[src/rtl/vending_pkg.sv]
// Shared types and helpers for the vending controller: state encoding, BCD digit type,
// and the flattened price-table lookup.
package vending_pkg;

    typedef enum logic [1:0] {
        IDLE,
        CREDIT,
        VEND,
        CHANGE
    } vend_state_e;

    typedef logic [3:0] bcd_digit_t;

    // Price tables are zero-extended to this many 8-bit slots before lookup.
    localparam int MAX_PRODUCTS = 32;

    function automatic logic [7:0] price_lookup(input logic [MAX_PRODUCTS*8-1:0] tab,
                                                input logic [4:0]                idx);
        return tab[idx*8 +: 8];
    endfunction

endpackage

[src/rtl/vend_bin2bcd.sv]
// Combinational 0..99 binary to two-digit {tens,ones} BCD converter.
module vend_bin2bcd
    import vending_pkg::*;
#(
    parameter int W = 7
) (
    input  logic [W-1:0] bin,
    output bcd_digit_t   tens,
    output bcd_digit_t   ones
);

    localparam logic [W-1:0] TEN = W'(10);

    logic [W-1:0] q;
    logic [W-1:0] r;

    always_comb begin
        q    = bin / TEN;
        r    = bin % TEN;
        tens = bcd_digit_t'(q);
        ones = bcd_digit_t'(r);
    end

endmodule

[src/rtl/vending_controller.sv]
// Vending-machine controller: coin credit, price/stock check, dispense, change handshake.
// Optional inactivity refund is compiled in when VEND_TIMEOUT_EN is defined.
module vending_controller
    import vending_pkg::*;
#(
    parameter int                      N_PRODUCTS  = 4,
    parameter int                      CREDIT_W    = 7,
    parameter int                      MAX_CREDIT  = 99,
    parameter logic [N_PRODUCTS*8-1:0] PRICES      = {8'd10, 8'd5, 8'd3, 8'd1},
    parameter int                      STOCK_W     = 4,
    parameter int                      INIT_STOCK  = 15,
    parameter int                      TIMEOUT_CYC = 1000,
    localparam int                     SEL_W       = (N_PRODUCTS > 1) ? $clog2(N_PRODUCTS) : 1
) (
    input  logic                  clk,
    input  logic                  rst,
    input  logic                  coin_valid,
    input  logic [CREDIT_W-1:0]   coin_val,
    output logic                  coin_reject,
    input  logic                  vend_req,
    input  logic [SEL_W-1:0]      vend_sel,
    input  logic                  cancel,
    input  logic                  restock_valid,
    input  logic [SEL_W-1:0]      restock_id,
    output logic                  vend_valid,
    output logic [SEL_W-1:0]      vend_id,
    output logic                  err_insuff,
    output logic                  err_soldout,
    output logic                  change_valid,
    input  logic                  change_ready,
    output logic [CREDIT_W-1:0]   change_amt,
    output logic [CREDIT_W-1:0]   credit,
    output logic [7:0]            credit_bcd,
    output logic [N_PRODUCTS-1:0] sold_out,
    output logic                  timeout
);

    localparam logic [MAX_PRODUCTS*8-1:0] PRICE_TAB = (MAX_PRODUCTS*8)'(PRICES);

    vend_state_e                         state_q, state_d;
    logic [CREDIT_W-1:0]                 credit_q, credit_d;
    logic [SEL_W-1:0]                    sel_q, sel_d;
    logic [N_PRODUCTS-1:0][STOCK_W-1:0]  stock_q, stock_d;
    logic                                coin_reject_q, coin_reject_d;
    logic                                vend_valid_q, vend_valid_d;
    logic [SEL_W-1:0]                    vend_id_q, vend_id_d;
    logic                                err_insuff_q, err_insuff_d;
    logic                                err_soldout_q, err_soldout_d;
    logic                                change_valid_q, change_valid_d;
    logic [CREDIT_W-1:0]                 change_amt_q, change_amt_d;
    logic                                timeout_q, timeout_d;

    logic                                coin_live;
    logic [CREDIT_W:0]                   credit_sum;
    logic                                coin_fits;
    logic                                sel_ok;
    logic [STOCK_W-1:0]                  sel_stock;
    logic [CREDIT_W-1:0]                 price_req;
    logic [CREDIT_W-1:0]                 price_vend;
    logic [CREDIT_W-1:0]                 remainder;
    logic                                timeout_fire;

`ifdef VEND_TIMEOUT_EN
    localparam int TO_W = $clog2(TIMEOUT_CYC + 1);

    logic [TO_W-1:0] to_cnt_q, to_cnt_d;
    logic            activity;

    always_comb begin
        activity     = coin_valid || vend_req || cancel;
        timeout_fire = (state_q == CREDIT) && !activity && (to_cnt_q == TO_W'(TIMEOUT_CYC - 1));
        to_cnt_d     = '0;
        if (state_q == CREDIT && !activity && !timeout_fire)
            to_cnt_d = to_cnt_q + 1'b1;
    end

    always_ff @(posedge clk) begin
        if (rst) to_cnt_q <= '0;
        else     to_cnt_q <= to_cnt_d;
    end
`else
    assign timeout_fire = 1'b0;
`endif

    always_comb begin
        coin_live  = coin_valid && (coin_val != '0);
        credit_sum = {1'b0, credit_q} + {1'b0, coin_val};
        coin_fits  = credit_sum <= (CREDIT_W+1)'(MAX_CREDIT);
        sel_ok     = int'(vend_sel) < N_PRODUCTS;
        sel_stock  = '0;
        for (int i = 0; i < N_PRODUCTS; i++)
            if (SEL_W'(i) == vend_sel) sel_stock = stock_q[i];
        price_req  = CREDIT_W'(price_lookup(PRICE_TAB, 5'(vend_sel)));
        price_vend = CREDIT_W'(price_lookup(PRICE_TAB, 5'(sel_q)));
        remainder  = credit_q - price_vend;
    end

    always_comb begin
        state_d        = state_q;
        credit_d       = credit_q;
        sel_d          = sel_q;
        stock_d        = stock_q;
        coin_reject_d  = 1'b0;
        vend_valid_d   = 1'b0;
        vend_id_d      = vend_id_q;
        err_insuff_d   = 1'b0;
        err_soldout_d  = 1'b0;
        change_valid_d = change_valid_q;
        change_amt_d   = change_amt_q;
        timeout_d      = 1'b0;

        unique case (state_q)
            IDLE, CREDIT: begin
                if (cancel) begin
                    coin_reject_d = coin_live;
                    if (state_q == CREDIT) begin
                        state_d        = CHANGE;
                        change_valid_d = 1'b1;
                        change_amt_d   = credit_q;
                    end
                end else if (timeout_fire) begin
                    timeout_d      = 1'b1;
                    state_d        = CHANGE;
                    change_valid_d = 1'b1;
                    change_amt_d   = credit_q;
                end else if (coin_live) begin
                    // A same-cycle vend_req is dropped silently behind the coin.
                    if (coin_fits) begin
                        credit_d = credit_sum[CREDIT_W-1:0];
                        state_d  = CREDIT;
                    end else begin
                        coin_reject_d = 1'b1;
                    end
                end else if (vend_req) begin
                    if (state_q == IDLE)                   err_insuff_d  = 1'b1;
                    else if (!sel_ok || sel_stock == '0)   err_soldout_d = 1'b1;
                    else if (credit_q < price_req)         err_insuff_d  = 1'b1;
                    else begin
                        state_d      = VEND;
                        sel_d        = vend_sel;
                        vend_valid_d = 1'b1;
                        vend_id_d    = vend_sel;
                    end
                end
            end
            VEND: begin
                coin_reject_d = coin_live;
                credit_d      = remainder;
                for (int i = 0; i < N_PRODUCTS; i++)
                    if (SEL_W'(i) == sel_q && stock_q[i] != '0)
                        stock_d[i] = stock_q[i] - 1'b1;
                if (remainder != '0) begin
                    state_d        = CHANGE;
                    change_valid_d = 1'b1;
                    change_amt_d   = remainder;
                end else begin
                    state_d = IDLE;
                end
            end
            CHANGE: begin
                coin_reject_d = coin_live;
                if (change_valid_q && change_ready) begin
                    credit_d       = '0;
                    change_valid_d = 1'b0;
                    change_amt_d   = '0;
                    state_d        = IDLE;
                end
            end
            default: state_d = IDLE;
        endcase

        // Restock overrides any same-cycle dispense decrement.
        for (int i = 0; i < N_PRODUCTS; i++)
            if (restock_valid && SEL_W'(i) == restock_id)
                stock_d[i] = STOCK_W'(INIT_STOCK);
    end

    always_ff @(posedge clk) begin
        if (rst) begin
            state_q        <= IDLE;
            credit_q       <= '0;
            sel_q          <= '0;
            stock_q        <= {N_PRODUCTS{STOCK_W'(INIT_STOCK)}};
            coin_reject_q  <= 1'b0;
            vend_valid_q   <= 1'b0;
            vend_id_q      <= '0;
            err_insuff_q   <= 1'b0;
            err_soldout_q  <= 1'b0;
            change_valid_q <= 1'b0;
            change_amt_q   <= '0;
            timeout_q      <= 1'b0;
        end else begin
            state_q        <= state_d;
            credit_q       <= credit_d;
            sel_q          <= sel_d;
            stock_q        <= stock_d;
            coin_reject_q  <= coin_reject_d;
            vend_valid_q   <= vend_valid_d;
            vend_id_q      <= vend_id_d;
            err_insuff_q   <= err_insuff_d;
            err_soldout_q  <= err_soldout_d;
            change_valid_q <= change_valid_d;
            change_amt_q   <= change_amt_d;
            timeout_q      <= timeout_d;
        end
    end

    always_comb begin
        for (int i = 0; i < N_PRODUCTS; i++)
            sold_out[i] = (stock_q[i] == '0);
    end

    vend_bin2bcd #(.W(CREDIT_W)) u_bcd (
        .bin  (credit_q),
        .tens (credit_bcd[7:4]),
        .ones (credit_bcd[3:0])
    );

    assign coin_reject  = coin_reject_q;
    assign vend_valid   = vend_valid_q;
    assign vend_id      = vend_id_q;
    assign err_insuff   = err_insuff_q;
    assign err_soldout  = err_soldout_q;
    assign change_valid = change_valid_q;
    assign change_amt   = change_amt_q;
    assign credit       = credit_q;
    assign timeout      = timeout_q;

endmodule

[config.mk]
export PLATFORM = sky130hd
export DESIGN_NAME = vending_controller
export DESIGN_NICKNAME = d
export VERILOG_FILES = /design/src/rtl/vending_pkg.sv /design/src/rtl/vend_bin2bcd.sv /design/src/rtl/vending_controller.sv
export SDC_FILE = /design/constraint.sdc
export NUM_CORES = 1
export LEC_CHECK = 0
export BUFFER_PORTS_ARGS = -buffer_cell sky130_fd_sc_hd__buf_2
export CAP_MARGIN = 20
export CORE_MARGIN = 3
export CORE_UTILIZATION = 25
export DETAILED_ROUTE_END_ITERATION = 6
export PLACE_DENSITY_LB_ADDON = 0.2
export SYNTH_ARGS = -nofsm -noshare
export SYNTH_HDL_FRONTEND = slang
export SYNTH_HIERARCHICAL = 1
export SYNTH_SLANG_ARGS = --single-unit
[constraint.sdc]
create_clock -name clk -period 3.7 [get_ports clk]
set_input_delay 0 -clock clk [delete_from_list [all_inputs] [get_ports clk]]
set_output_delay 0 -clock clk [all_outputs]
set_load 0.005 [all_outputs]
==> results of run 1 <==
## synthesized netlist by cell type, types with 2 or more instances
master | n | area (um2)
nor4_1 | 6 | 37.5
buf_4 | 6 | 45.0
dfxtp_1 | 39 | 781
nor3_1 | 9 | 45.0
xnor2_1 | 18 | 158
a21o_1 | 2 | 15.0
a21o_2 | 2 | 17.5
or3_1 | 6 | 37.5
and2_1 | 3 | 18.8
ha_1 | 19 | 238
buf_6 | 2 | 22.5
nand3b_1 | 2 | 15.0
nor2_1 | 29 | 109
fa_1 | 2 | 40.0
o211ai_1 | 7 | 52.6
and2b_2 | 2 | 17.5
or4_1 | 3 | 22.5
o22ai_1 | 2 | 12.5
a311oi_1 | 4 | 35.0
a21oi_1 | 12 | 60.1
o21a_1 | 5 | 37.5
inv_1 | 33 | 124
o31ai_1 | 4 | 30.0
o211a_1 | 2 | 20.0
a211oi_1 | 4 | 30.0
nand2_1 | 40 | 150
a22oi_1 | 2 | 15.0
nor3b_1 | 3 | 22.5
a311o_1 | 2 | 20.0
nor2b_1 | 5 | 31.3
clkbuf_1 | 7 | 26.3
a31oi_1 | 6 | 37.5
nand3_1 | 8 | 40.0
mux2i_1 | 10 | 100
o21ai_0 | 15 | 75.1
a32o_1 | 2 | 20.0
nand2b_1 | 7 | 43.8
## metal layers
layer | global-route usage (%) | part of all wire, %
met2 | 20.5 | 46
met1 | 17.4 | 47
met3 | 2.07 | 5.1
met5 | 0 | 0
met4 | 3.17 | 1.3
## flip-flops by register name, indices dropped and copies added, names as in the netlist
signal / count
change_amt: 7
change_valid: 1
coin_reject: 1
credit: 7
err_insuff: 1
err_soldout: 1
state_q: 2
stock_q: 16
vend_id: 2
vend_valid: 1
## cell families (layout without fill, tap and decap cells)
group                    count (synthesis)  count (layout)
adder cells (fa/ha/maj)                 21              21
other                                    1               1
buffers and inverters                   53             101
AO/OA/AOI/OAI                           90              90
multiplexers                            10              10
XOR/XNOR                                20              20
AND/OR/NAND/NOR                        139             139
flip-flops                              39              39
## final cells by class
cell class / count / area [um2]
multi-input cells: 281 / 1990
clock buffers: 7 / 153
well taps: 143 / 179
inverters: 34 / 128
fillers: 1245 / 8110
repair buffers: 59 / 320
clock inverters: 1 / 7.51
flip-flops and latches: 39 / 781
## report_power, final
group	total, mW	internal (mW)	leakage, nW	switching, mW
logic	1.82	0.807	1.15	1.02
clock network	0.468	0.287	0.0761	0.181
registers	0.617	0.500	0.318	0.116
## stage by stage
step / power, mW / setup WS [ps] / utilization, % / cells / hold WS, ps
floorplan: 1.97 / 1070 / - / 373 / 132
global placement: 2.44 / 642 / 29.0 / 555 / 306
detailed placement: 2.45 / 520 / 29.0 / 555 / 296
CTS: 2.93 / 496 / 30.5 / 564 / 51.2
global route: 3.18 / 280 / 30.5 / 564 / 77.5
finish: 2.91 / 509 / 30.5 / 564 / 48.2
## worst max-delay path by stage
stage | end | slack [ps] | depth (start not counted)
floorplan | change_amt[5] | 1070 | 12
global placement | change_amt[0] | 640 | 9
detailed placement | change_amt[3] | 520 | 9
CTS | change_amt[0] | 500 | 9
global route | change_amt[2] | 280 | 9
finish | change_amt[0] | 510 | 9
## worst max-delay path, delay by kind of cell (launching register included)
family          cells  cell delay, ps
compound gates      2             910
flops               1             540
mux                 1             250
simple gates        2             550
fa+ha+maj           2             650
buf+inv             2             180
## timing repair
item,4_1_cts,5_1_grt
setup buffers,0,0
hold buffers,1,0
endpoints found under the hold margin,1,0
==> results.json, run 1 <==
{
  "outcome": "completed",
  "cts_inserted_buffers": 5,
  "antenna_found_initial": 0,
  "port_buffers": 50,
  "critical_path_required_ps": 3860,
  "crit-reg2reg-capture": "change_amt[0]",
  "hpwlAfterDp_um": 6350,
  "yosys.cell_types.count": 80,
  "complex_gate_fraction_of_the_synthesized_area_pct": 22.6,
  "cts_num_sinks": 39,
  "synth-seq-cells": 39,
  "path_common_cell": "inv_1",
  "report.final.slew_viol_count": 0,
  "initial_utilization_pct": 26.0,
  "synthSimpleGateAreaFrac_pct": 24.2,
  "via_per_inst": 4.92,
  "ioPinCount": 52,
  "detail_route.first_pass.iterations": 4,
  "overflow": 0,
  "synthAdderAreaFrac_pct": 9.15,
  "cts.htree.levels": 2,
  "synth-async-reset-ratio_pct": 0,
  "wl_per_cell_um": 14.6,
  "ctsResizeCount": 0,
  "drtIter0Drc": 227,
  "timing.slew.headroom_pct": 64.1,
  "syn-instance-count": 373,
  "synth-main-ff-cell": "dfxtp_1",
  "detailroute.via_count": 2776,
  "largest_family_of_logic_cells_by_synthesized_area": "simple AND/OR/NAND/NOR gates",
  "fin_skew_ps": 7.06,
  "synth-xor-area-share_pct": 6.02,
  "placement.cell_area_um2": 3380,
  "rows": 39,
  "whs_path_depth": 4,
  "global_route_wire_length_before_repair_um": 13700,
  "period_needed_ps": 3190,
  "insertedDiodeCount": 0,
  "synthToLayoutAreaGrowth_pct": 17.1,
  "layout_commonest_cell": "buf_2",
  "number_of_global_route_vias_before_repair": 2717,
  "synth-edff-count": 0,
  "synth-seq-area-share_pct": 25.7,
  "drc": 0,
  "irDropWorstVdd_uv": 230,
  "hold_startpoint": "change_ready",
  "clock_tree.root_cell": "clkbuf_16",
  "worst-r2r-setup-slack_ps": 510,
  "globalRouteTotalUtil_pct": 12.6,
  "timing_worst_slew_pin_value_ps": 525,
  "drt.antenna.violating_nets": 0,
  "path_cells": "inv_1, ha_1, inv_1, fa_1, or4b_1, a311oi_1, a2111o_1, mux2i_1, nor2_1",
  "arrival_ps": 3350,
  "setup-tns-final_ps": 0,
  "cap_viol_max_count": 0,
  "timing.hold.worst.class": "in -> reg",
  "gp_congestion": 0.794,
  "post_synth_mux_area_share_pct": 3.30,
  "drive_gt1_share_pct": 20.4,
  "synth_warnings": 6,
  "worst_r2r_startpoint": "credit[0]",
  "critical_path.endpoint_type": "flop",
  "worst-r2r-cell-count": 9,
  "hold-path-endpoint": "change_valid",
  "clk_latency_ps": 290,
  "critPathKind": "reg -> reg",
  "setup_violations": 0,
  "final-hold-violation-count": 0,
  "die_w_um": 116,
  "slowest_stage_delay_on_critical_path_ps": 540,
  "crit_start": "credit[0]",
  "crit_path_max_fanout": 10,
  "timing.final.crit_share_pct": 86.2,
  "grt_max_degree": 26,
  "timing.critical_path.from_type": "flop",
  "path_clk_slew_ps": 60,
  "placeableCoreArea_um2": 11700,
  "synth.net_count": 412,
  "max_clock_freq_mhz": 313,
  "rsz0062_at_grt": "false",
  "routed_wl_um": 8250,
  "finalNetCount": 459,
  "post-route-cell-area_um2": 3550,
  "ctsLongestPathBuffers": 2,
  "fp.dieArea_um2": 13500,
  "netlist_area_um2": 3040,
  "power.density_nw_per_um2": 818,
  "layout_common_cells": "50 x buf_2, 40 x nand2_1, 39 x dfxtp_1",
  "avgSynthCellArea_um2": 8.14,
  "tritoncts": "done",
  "leakage_nw": 1.54,
  "timing.critical_path.slowest_stage_cell": "dfxtp_1",
  "die_h_um": 116
}
Power figures use the tool's default switching activity.
==> run 2, diff against run 1 <==
--- a/config.mk
+++ b/config.mk
@@ -7,9 +7,12 @@
 export LEC_CHECK = 0
 export BUFFER_PORTS_ARGS = -buffer_cell sky130_fd_sc_hd__buf_2
 export CAP_MARGIN = 20
+export CELL_PAD_IN_SITES_DETAIL_PLACEMENT = 0
+export CELL_PAD_IN_SITES_GLOBAL_PLACEMENT = 1
 export CORE_MARGIN = 3
 export CORE_UTILIZATION = 25
 export DETAILED_ROUTE_END_ITERATION = 6
+export HOLD_SLACK_MARGIN = 0.1
 export PLACE_DENSITY_LB_ADDON = 0.2
 export SYNTH_ARGS = -nofsm -noshare
 export SYNTH_HDL_FRONTEND = slang
==> run 2 against run 1 <==
Net effect: clock skew is essentially flat; cell count grew 1.4%; sequential share of layout area shrank 0.50 points; via count grew 0.14%; fmax shrank 1.6%; largest cell class unchanged; largest power group unchanged.
==> results.json, run 2 (synthesis gave the netlist of run 1 again) <==
{
  "die_h_um": 116,
  "rows": 39,
  "global_route_wire_length_before_repair_um": 13800,
  "rsz0062_at_grt": "false",
  "layout_commonest_cell": "buf_2",
  "crit-reg2reg-capture": "coin_reject",
  "cts_inserted_buffers": 5,
  "final-hold-violation-count": 0,
  "cts_num_sinks": 39,
  "detail_route.first_pass.iterations": 4,
  "timing_worst_slew_pin_value_ps": 782,
  "slowest_stage_delay_on_critical_path_ps": 550,
  "routed_wl_um": 8540,
  "hpwlAfterDp_um": 6490,
  "power.density_nw_per_um2": 798,
  "timing.critical_path.from_type": "flop",
  "worst_r2r_startpoint": "credit[0]",
  "drive_gt1_share_pct": 19.8,
  "period_needed_ps": 3240,
  "setup_violations": 0,
  "critical_path_required_ps": 3870,
  "gp_congestion": 0.808,
  "fin_util_pct": 31.2,
  "report.final.slew_viol_count": 0,
  "synthToLayoutAreaGrowth_pct": 19.8,
  "crit_start": "credit[0]",
  "via_per_inst": 4.86,
  "port_buffers": 50,
  "detailroute.via_count": 2780,
  "hold_startpoint": "restock_valid",
  "dp.cells": 554,
  "critPathKind": "reg -> reg",
  "post-route-worst-setup-slack_ps": 458,
  "initial_utilization_pct": 26.0,
  "max_ffs_per_register": 16,
  "dp_worst_setup_slack_ps": 478,
  "worst-r2r-cell-count": 10,
  "layout_common_cells": "50 x buf_2, 40 x nand2_1, 39 x dfxtp_1",
  "number_of_global_route_vias_before_repair": 2637,
  "timing.critical_path.slowest_stage_cell": "dlygate4sd3_1",
  "placeableCoreArea_um2": 11700,
  "whs_path_depth": 3,
  "cts.htree.levels": 2,
  "setup-tns-final_ps": 0,
  "worst-r2r-setup-slack_ps": 460,
  "hold-path-endpoint": "stock_q[3]",
  "overflow": 0,
  "ioPinCount": 52,
  "clock_tree.root_cell": "clkbuf_16",
  "post-cts-setup-buffers": 0,
  "drt.antenna.violating_nets": 0,
  "timing.hold.worst.class": "in -> reg",
  "path_clk_slew_ps": 60,
  "outcome": "completed",
  "critical_path.endpoint_type": "flop",
  "stdcell_count": 572,
  "timing.slew.headroom_pct": 47.8,
  "arrival_ps": 3410,
  "leakage_nw": 1.58,
  "fp.dieArea_um2": 13500,
  "max_clock_freq_mhz": 308,
  "cap_viol_max_count": 0,
  "fin_skew_ps": 7.40,
  "crit_path_max_fanout": 8,
  "tritoncts": "done",
  "ctsLongestPathBuffers": 2,
  "finalNetCount": 467,
  "final.fill_count": 1246,
  "clk_latency_ps": 280,
  "path_cells": "ha_1, inv_1, fa_1, nor2b_1, o22ai_1, xnor2_1, o311ai_1, o21ai_0, o31a_1, dlygate4sd3_1",
  "grt_max_degree": 26,
  "wl_per_cell_um": 14.9,
  "drtIter0Drc": 108,
  "insertedDiodeCount": 0,
  "largest-register": "stock_q",
  "globalRouteTotalUtil_pct": 12.8,
  "die_w_um": 116,
  "timing.final.crit_share_pct": 87.6,
  "irDropWorstVdd_uv": 256,
  "drc": 0,
  "antenna_found_initial": 0
}
==> run 2: cell count changes in the layout (fill, tap and decap cells not counted) <==
cell,change
dlygate4sd3_1,+9
buf_4,-1
==> run 2: cell type report <==
type	count	area, um2	area share [%]
clock buffer	7	153	4.20
timing repair buffer	67	403	11.1
sequential	39	781	21.5
multi-input combinational	281	1990	54.6
tap	143	179	4.92
inverter	34	128	3.51
clock inverter	1	7.51	0.206
==> run 2: worst max path at each step <==
stage / to / slack [ps] / cells past startpoint
finish: coin_reject / 460 / 10
global route: change_amt[3] / 270 / 9
CTS: change_amt[6] / 450 / 9
detailed placement: change_amt[2] / 480 / 9
global placement: change_amt[2] / 600 / 9
floorplan: change_amt[5] / 1070 / 12
==> run 2: through the flow <==
stage	cell area [um2]	hold slack, ps	total power, mW
after detailed placement	3380	300	2.44
after floorplan	3040	132	1.97
after global routing	3640	156	3.17
after global placement	3380	298	2.44
after CTS	3640	125	2.93
final	3640	120	2.90
==> run 2: routing by layer <==
metal / global-route usage [%] / vias to the layer above / routed length, um
met3: 2.07 / 4 / 292
met1: 18.0 / 1278 / 4310
met2: 20.7 / 54 / 3880
met4: 2.78 / 0 / 55
li1: - / 1444 / -
met5: 0 / - / 0
==> run 2: timing repair <==
item                      4_1_cts  5_1_grt
hold buffers                   10        0
hold endpoints to repair        9        0
gates resized for setup         0        0
==> run 2: worst max-delay path: cells and delay by family, from the launching register on <==
family	cells	cell delay, ps
AO/OA/AOI/OAI	4	980
flip-flops	1	540
AND/OR/NAND/NOR	1	200
adder cells (fa/ha/maj)	2	650
XOR/XNOR	1	160
buffers and inverters	2	610
==> run 2: report_power, final <==
part | internal [mW] | total [mW] | leakage, nW | switching (mW)
Combinational | 0.811 | 1.80 | 1.18 | 0.988
Sequential | 0.501 | 0.641 | 0.318 | 0.141
Clock | 0.287 | 0.462 | 0.0761 | 0.175
Total | 1.60 | 2.90 | 1.58 | 1.30
==> run 3, diff against run 2 <==
--- a/config.mk
+++ b/config.mk
@@ -10,7 +10,7 @@
 export CELL_PAD_IN_SITES_DETAIL_PLACEMENT = 0
 export CELL_PAD_IN_SITES_GLOBAL_PLACEMENT = 1
 export CORE_MARGIN = 3
-export CORE_UTILIZATION = 25
+export CORE_UTILIZATION = 35
 export DETAILED_ROUTE_END_ITERATION = 6
 export HOLD_SLACK_MARGIN = 0.1
 export PLACE_DENSITY_LB_ADDON = 0.2
==> run 3 against run 2 <==
Net effect: design area is 2.5% lower; worst setup slack better by 39 ps; critical path type unchanged; global-route usage is 3.3 points higher; register-to-register slack better by 40 ps; sequential share of layout area is 0.56 points higher; largest cell class unchanged; routed wire length is 8.9% lower; worst hold slack better by 5.2 ps; core utilization is 11 points higher.
==> results.json, run 3 (synthesis gave the netlist of run 1 again) <==
{
  "final.fill_count": 877,
  "insertedDiodeCount": 0,
  "die_h_um": 99.1,
  "finalNetCount": 465,
  "gp_congestion": 0.846,
  "path_clk_slew_ps": 80,
  "layout_commonest_cell": "buf_2",
  "cts_num_sinks": 39,
  "grt_max_degree": 26,
  "cap_viol_max_count": 0,
  "ctsLongestPathBuffers": 2,
  "critical-path-top-delay-family": "compound AO/OA/AOI/OAI gates",
  "dp.cells": 515,
  "path_cells": "inv_1, fa_1, nor2b_1, o22ai_1, xnor2_1, o311ai_1, o21ai_0, o31a_1, dlygate4sd3_1",
  "timing.critical_path.slowest_stage_cell": "dfxtp_1",
  "fin_util_pct": 42.5,
  "post-cts-setup-buffers": 0,
  "synthToLayoutAreaGrowth_pct": 16.7,
  "die_w_um": 99.1,
  "power.density_nw_per_um2": 803,
  "fin_skew_ps": 9.79,
  "antenna_found_initial": 0,
  "stdcell_count": 532,
  "placeableCoreArea_um2": 8340,
  "post-route-worst-setup-slack_ps": 497,
  "setup-tns-final_ps": 0,
  "timing.final.crit_share_pct": 86.6,
  "whs_path_depth": 3,
  "largest-register": "stock_q",
  "detail_route.first_pass.iterations": 4,
  "max_ffs_per_register": 16,
  "timing_worst_slew_pin_value_ps": 635,
  "crit_path_max_fanout": 12,
  "routed_wl_um": 7780,
  "tritoncts": "done",
  "overflow": 0,
  "clock_tree.root_cell": "clkbuf_8",
  "global_route_wire_length_before_repair_um": 12900,
  "worst-r2r-cell-count": 9,
  "layout_common_cells": "50 x buf_2, 40 x nand2_1, 39 x dfxtp_1",
  "rsz0062_at_grt": "false",
  "number_of_global_route_vias_before_repair": 2616,
  "rows": 33,
  "final-hold-violation-count": 0,
  "arrival_ps": 3390,
  "drtIter0Drc": 100,
  "worst-path-buf-inv": 2,
  "hpwlAfterDp_um": 5860,
  "report.final.slew_viol_count": 0,
  "period_needed_ps": 3200,
  "timing.slew.headroom_pct": 56.5,
  "critical_path_required_ps": 3880,
  "critPathKind": "reg -> reg",
  "initial_utilization_pct": 36.4,
  "cts_inserted_buffers": 5,
  "outcome": "completed",
  "irDropWorstVdd_uv": 292,
  "timing.critical_path.from_type": "flop",
  "dp_worst_setup_slack_ps": 623,
  "leakage_nw": 1.56,
  "drive_gt1_share_pct": 19.4,
  "max_clock_freq_mhz": 312,
  "ioPinCount": 52,
  "detailroute.via_count": 2770,
  "setup_violations": 0,
  "clk_latency_ps": 290,
  "critical_path.endpoint_type": "flop",
  "slowest_stage_delay_on_critical_path_ps": 640,
  "drt.antenna.violating_nets": 0,
  "via_per_inst": 5.21,
  "globalRouteTotalUtil_pct": 16.1,
  "timing.hold.worst.class": "in -> reg",
  "ctsResizeCount": 0,
  "cts.htree.levels": 2,
  "cts_hold_buffers": 9,
  "drc": 0,
  "fp.dieArea_um2": 9830,
  "port_buffers": 50,
  "wl_per_cell_um": 14.6,
  "worst-r2r-setup-slack_ps": 500,
  "cp.depth": 9
}
run 3: worst paths after layout:
check | from | end
worst max register to register | credit[1] | coin_reject
worst min-delay path | vend_req | err_insuff
worst max-delay path | credit[1] | coin_reject
worst min register to register | change_amt[5] | change_amt[5]
run 3: cell type report:
class                           instances  area (um2)  share of cell area (%)
Clock buffer                            6        72.6                    2.05
Clock inverter                          2        60.1                    1.69
Inverter                               34         128                    3.60
Multi-Input combinational cell        281        1990                    56.1
Sequential cell                        39         781                    22.0
Tap cell                              105         131                    3.71
Timing Repair Buffer                   65         385                    10.9
run 3: power breakdown:
group	switching, mW	internal [mW]
Combinational	1.02	0.804
Clock	0.154	0.270
Sequential	0.0978	0.500
run 3: tightest hold or removal path: cells and delay by family:
kind / cells / cell delay [ps]
and+or+nand+nor: 2 / 270
buffers and inverters: 1 / 110
run 3: layer usage:
layer / up-vias / global-route usage, % / share of wire [%]
met1: 1270 / 22.9 / 51
met3: 7 / 2.24 / 4.4
met2: 60 / 25.2 / 43
li1: 1433 / - / -
met5: - / 0 / 0
met4: 0 / 5.15 / 1.4
run 3: metrics by stage:
stage / power (mW) / instance area (um2) / hold slack, ps
6_report: 2.84 / 3540 / 126
5_1_grt: 3.11 / 3540 / 127
4_1_cts: 2.87 / 3540 / 119
3_5_place_dp: 2.42 / 3320 / 311
3_3_place_gp: 2.41 / 3320 / 305
2_1_floorplan: 1.97 / 3040 / 132
